==> src/rtl/vga_plot_writer.sv <==
`default_nettype none
// ============================================================================
// Module      : vga_plot_writer
// Description : Pixel sink for the x/y/color/plot drawer stream. On-screen
//               pixels are buffered in a FIFO with their linear frame-buffer
//               address (y*320+x) and written to video memory through a
//               valid/ready port. Off-screen and overflowing pixels are
//               dropped and counted.
// Revision    : 1.0 - initial release
// ============================================================================
module vga_plot_writer #(
    parameter int DEPTH    = 16,
    parameter int SCREEN_W = 320,
    parameter int SCREEN_H = 240
) (
    input  logic        clk,
    input  logic        reset_n,     // active-high synchronous reset
    input  logic [8:0]  x,
    input  logic [7:0]  y,
    input  logic [2:0]  color,
    input  logic        plot,
    output logic        plot_ready,
    output logic [16:0] wr_addr,
    output logic [2:0]  wr_data,
    output logic        wr_en,
    input  logic        mem_ready,
    output logic        busy,
    output logic        overflow,
    output logic [7:0]  drop_count
);

    localparam int         c_aw       = $clog2(DEPTH);
    localparam logic [9:0] c_screen_w = 10'(SCREEN_W);
    localparam logic [9:0] c_screen_h = 10'(SCREEN_H);

    typedef enum logic [0:0] {
        S_IDLE  = 1'b0,
        S_WRITE = 1'b1
    } state_t;

    // FIFO storage: {address, colour}
    logic [19:0]     fifo_mem_q [DEPTH];

    logic [c_aw:0]   wr_ptr_q, wr_ptr_d;
    logic [c_aw:0]   rd_ptr_q, rd_ptr_d;
    state_t          state_q, state_d;
    logic [16:0]     wr_addr_q, wr_addr_d;
    logic [2:0]      wr_data_q, wr_data_d;
    logic            overflow_q, overflow_d;
    logic [7:0]      drop_count_q, drop_count_d;

    logic            w_full;
    logic            w_empty;
    logic            w_onscreen;
    logic            w_push;
    logic            w_pop;
    logic [16:0]     w_addr;
    logic [19:0]     w_head;

    // Full compares pointer MSBs against the lower bits; evaluated on
    // registered pointers so a same-edge pop never frees a slot early.
    assign w_full     = (wr_ptr_q[c_aw] != rd_ptr_q[c_aw]) &&
                        (wr_ptr_q[c_aw-1:0] == rd_ptr_q[c_aw-1:0]);
    assign w_empty    = (wr_ptr_q == rd_ptr_q);
    assign w_onscreen = ({1'b0, x} < c_screen_w) && ({2'b00, y} < c_screen_h);
    assign w_push     = plot && w_onscreen && !w_full;

    // y*320 + x as y*256 + y*64 + x, full 17-bit width
    assign w_addr     = 17'({y, 8'b0}) + 17'({y, 6'b0}) + 17'(x);
    assign w_head     = fifo_mem_q[rd_ptr_q[c_aw-1:0]];

    // Output stage sequencing, pop decision and drop accounting
    always_comb begin
        state_d      = state_q;
        w_pop        = 1'b0;
        wr_addr_d    = wr_addr_q;
        wr_data_d    = wr_data_q;
        wr_ptr_d     = wr_ptr_q;
        rd_ptr_d     = rd_ptr_q;
        overflow_d   = overflow_q;
        drop_count_d = drop_count_q;

        case (state_q)
            S_IDLE: begin
                if (!w_empty) begin
                    w_pop   = 1'b1;
                    state_d = S_WRITE;
                end
            end
            S_WRITE: begin
                if (mem_ready) begin
                    if (!w_empty) begin
                        w_pop = 1'b1;
                    end else begin
                        state_d = S_IDLE;
                    end
                end
            end
            default: state_d = S_IDLE;
        endcase

        if (w_pop) begin
            wr_addr_d = w_head[19:3];
            wr_data_d = w_head[2:0];
            rd_ptr_d  = rd_ptr_q + 1'b1;
        end

        if (w_push) begin
            wr_ptr_d = wr_ptr_q + 1'b1;
        end

        if (plot && w_full) begin
            overflow_d = 1'b1;
        end

        if (plot && (!w_onscreen || w_full) && (drop_count_q != 8'hFF)) begin
            drop_count_d = drop_count_q + 8'd1;
        end
    end

    // Control and output registers
    always_ff @(posedge clk) begin
        if (reset_n) begin
            state_q      <= S_IDLE;
            wr_ptr_q     <= '0;
            rd_ptr_q     <= '0;
            wr_addr_q    <= '0;
            wr_data_q    <= '0;
            overflow_q   <= 1'b0;
            drop_count_q <= '0;
        end else begin
            state_q      <= state_d;
            wr_ptr_q     <= wr_ptr_d;
            rd_ptr_q     <= rd_ptr_d;
            wr_addr_q    <= wr_addr_d;
            wr_data_q    <= wr_data_d;
            overflow_q   <= overflow_d;
            drop_count_q <= drop_count_d;
        end
    end

    // FIFO storage write; contents need no reset since pointers gate reads
    always_ff @(posedge clk) begin
        if (w_push && !reset_n) begin
            fifo_mem_q[wr_ptr_q[c_aw-1:0]] <= {w_addr, color};
        end
    end

    assign plot_ready = !w_full;
    assign wr_en      = (state_q == S_WRITE);
    assign wr_addr    = wr_addr_q;
    assign wr_data    = wr_data_q;
    assign busy       = !w_empty || (state_q == S_WRITE);
    assign overflow   = overflow_q;
    assign drop_count = drop_count_q;

endmodule
`default_nettype wire

==> config.mk <==
export PLATFORM = sky130hd
export DESIGN_NAME = vga_plot_writer
export DESIGN_NICKNAME = d
export VERILOG_FILES = /design/src/rtl/vga_plot_writer.sv
export SDC_FILE = /design/constraint.sdc
export NUM_CORES = 1
export LEC_CHECK = 0
export ABC_AREA = 1
export CAP_MARGIN = 30
export CORE_UTILIZATION = 60
export DETAILED_ROUTE_END_ITERATION = 10
export HOLD_SLACK_MARGIN = 0.03
export PLACE_DENSITY = 0.84
export SYNTH_ARGS = -nofsm -noshare
export SYNTH_HDL_FRONTEND = slang
export SYNTH_SLANG_ARGS = --single-unit
==> constraint.sdc <==
create_clock -name clk -period 6.8 [get_ports clk]
set_input_delay 1.36 -clock clk [delete_from_list [all_inputs] [get_ports clk]]
set_output_delay 1.36 -clock clk [all_outputs]
set_load 0.02 [all_outputs]
==> results.sh <==
export IMPL_drt_first_iter_violations=1193
export IMPL_dp_hpwl_mm=20.5
export IMPL_antenna_found_initial=0
export IMPL_ys_top_cells_by_area="edfxtp_1 63%, nor2_1 7.9%, o21ai_0 5.7%"
export IMPL_drv_slew=0
export IMPL_tightest_slew_ns=1.15
export IMPL_synth_cell_types=30
export IMPL_die_y_um=161
export IMPL_synth_top_area_share=0.633
export IMPL_place_congestion=0.863
export IMPL_drtPass1Iterations=7
export IMPL_syn_cell_area_sq_um=15200
export IMPL_drive_above_1_share=0.0776
export IMPL_syn_to_final_growth_pct=13.3
export IMPL_cts_resized=0
export IMPL_fin_skew_ns=0.0146
export IMPL_setup_viol=0
export IMPL_clock_path_buffers=3
export IMPL_fmax_mhz=233
export IMPL_cts_tree="built"
export IMPL_hold_viol=0
export IMPL_p_leak_uw=0.00628
export IMPL_r2r_end="fifo_mem_q[1][16]"
export IMPL_async_flop_share=0
export IMPL_wl_mm=35.8
export IMPL_arrival_ns=2.93
export IMPL_coreArea_sq_um=24600
export IMPL_crit_type="reg -> out"
export IMPL_drc=0
export IMPL_hold_path_class="reg -> reg"
export IMPL_synthTopCellsByCount="320 x edfxtp_1, 320 x nor2_1, 186 x nand2_1, 173 x o21ai_0, 84 x inv_1"
export IMPL_grtUsageTotal=0.282
export IMPL_status="completed"
export IMPL_die_area_sq_um=26000
export IMPL_diodes=0
export IMPL_start_util=0.617
export IMPL_r2r_cells=11
export IMPL_r2r_slack_ns=3.54
export IMPL_root_buffer="clkbuf_16"
export IMPL_post_cts_setup_buffers=0
export IMPL_yosysTopAreaCell="edfxtp_1"
export IMPL_rows=57
export IMPL_fin_crit_ns=4.29
export IMPL_synth_cells=1391
export IMPL_numCtsBuffers=36
export IMPL_syn_avg_cell_area_sq_um=10.9
export IMPL_cp_max_fo=27
export IMPL_hold_depth=2
export IMPL_grt_pass1_wl_mm=55.6
export IMPL_cts_hold_buffers_added=0
export IMPL_setup_worst_path_end_class="primary output"
export IMPL_r2r_start="rd_ptr_q[2]"
export IMPL_min_from="rd_ptr_q[4]"
export IMPL_viasPerCell=5.89
export IMPL_ant_nets=0
export IMPL_seq_area_frac_synth=0.685
export IMPL_grt_overflow_total=0
export IMPL_layout_nets=1488
export IMPL_drv_cap=0
export IMPL_cts_sinks=360
export IMPL_fin_area_sq_um=17200
export IMPL_powerDensity_nw_per_um2=358
export IMPL_cp_start_kind="flop"
export IMPL_avgRoutedWirePerCell_um=20.0
export IMPL_finalCritPeriodShare=0.631
export IMPL_dpl_cell_area_sq_um=16100
export IMPL_synth_edff_count=320
export IMPL_clk_pin_slew_ns=0.06
export IMPL_required_ns=5.44
export IMPL_rsz0062_at_grt="no"
export IMPL_dr_total_vias=10565
export IMPL_irDropWorstVdd_v=0.000276
export IMPL_min_to="rd_ptr_q[4]"
export IMPL_grt_pass1_vias=10323
export IMPL_io_buffer_count=55
export IMPL_slew_headroom=0.231
export IMPL_io_pins=56
export IMPL_grt_max_degree=97
export IMPL_die_w_um=161
export IMPL_setup_tns_ns=0
export IMPL_synth_nets=1438
export IMPL_synth_ff_type="edfxtp_1"
export IMPL_ys_ff_latch=360
export IMPL_clk_latency_ns=0.53
export IMPL_h_tree_depth=2
export IMPL_yosys_warnings=0
==> per-stage QoR <==
stage          hold WS, ns  instances  worst slack [ns]  utilization  power, uW
4_1_cts              0.515       1793              2.52        0.700       6160
2_1_floorplan        0.483       1391              2.98            -       3810
5_1_grt              0.535       1793              2.40        0.700       6460
3_5_place_dp         0.501       1727              2.28        0.655       4320
3_3_place_gp         0.480       1721              2.38        0.652       4210
6_report             0.521       1793              2.51        0.700       6160
==> final cells by class <==
| class | instances | area (sq um) |
|---|---|---|
| fill | 1624 | 7390 |
| clock buffer | 49 | 971 |
| clock inverter | 17 | 119 |
| timing repair buffer | 87 | 838 |
| sequential | 360 | 10400 |
| multi-input combinational | 867 | 4130 |
| tap | 324 | 405 |
| inverter | 89 | 337 |
==> sequential cells by signal, indices dropped and copies added (netlist names) <==
register and count:
wr_addr 17, drop_count 8, rd_ptr_q 5, wr_data 3
wr_ptr_q 5, overflow 1, fifo_mem_q 320, wr_en 1
==> worst max-delay path, stage by stage (launching register included) <==
cell and delay, ns:
dfxtp_1 0.31, buf_4 0.37, inv_2 0.36, nand2_1 0.15, nand2_1 0.07, nor2_2 0.18
nand3_2 0.12, or2_2 0.29, clkdlybuf4s50_1 0.54
==> placed cells by master, fill, tap and decap left out, types with 3 or more instances in the layout <==
master / n
a21oi_1: 34
buf_4: 29
clkbuf_1: 12
clkbuf_16: 37
clkdlybuf4s50_1: 55
clkinv_1: 6
clkinv_2: 5
dfxtp_1: 38
edfxtp_1: 320
ha_1: 21
inv_1: 84
inv_2: 4
inv_6: 3
nand2_1: 186
nand2_2: 3
nand3_1: 33
nand4_1: 9
nor2_1: 307
nor2_2: 16
nor3_2: 3
o211ai_1: 40
o21ai_0: 173
o21ai_1: 20
xnor2_1: 5
xor2_1: 6
==> power breakdown <==
group | switching, uW | internal (uW) | total, uW
combinational | 1100 | 548 | 1650
sequential | 124 | 2540 | 2660
clock | 802 | 1050 | 1850
==> logic make-up after synthesis <==
kind of cell	after synthesis	synth area share
flip-flops	360	0.685
XOR/XNOR	11	0.00634
adder cells (fa/ha/maj)	23	0.0199
buffers and inverters	164	0.0460
AO/OA/AOI/OAI	271	0.0968
AND/OR/NAND/NOR	562	0.145
==> worst max path at each step <==
stage,cells after the start,end,start
floorplan,7,fifo_mem_q[3][0],x[7]
global placement,6,fifo_mem_q[15][14],y[0]
detailed placement,10,fifo_mem_q[11][17],y[0]
CTS,7,busy,rd_ptr_q[0]
global route,7,busy,rd_ptr_q[0]
finish,8,busy,rd_ptr_q[2]
==> routing by layer <==
layer | global-route usage | vias up | share of wire
met5 | 0 | - | 0
met4 | 0.110 | 0 | 0.031
met3 | 0.0419 | 102 | 0.085
met2 | 0.486 | 525 | 0.50
met1 | 0.360 | 5056 | 0.38
li1 | - | 4882 | -
No activity file was read; power rests on OpenSTA's default activity.
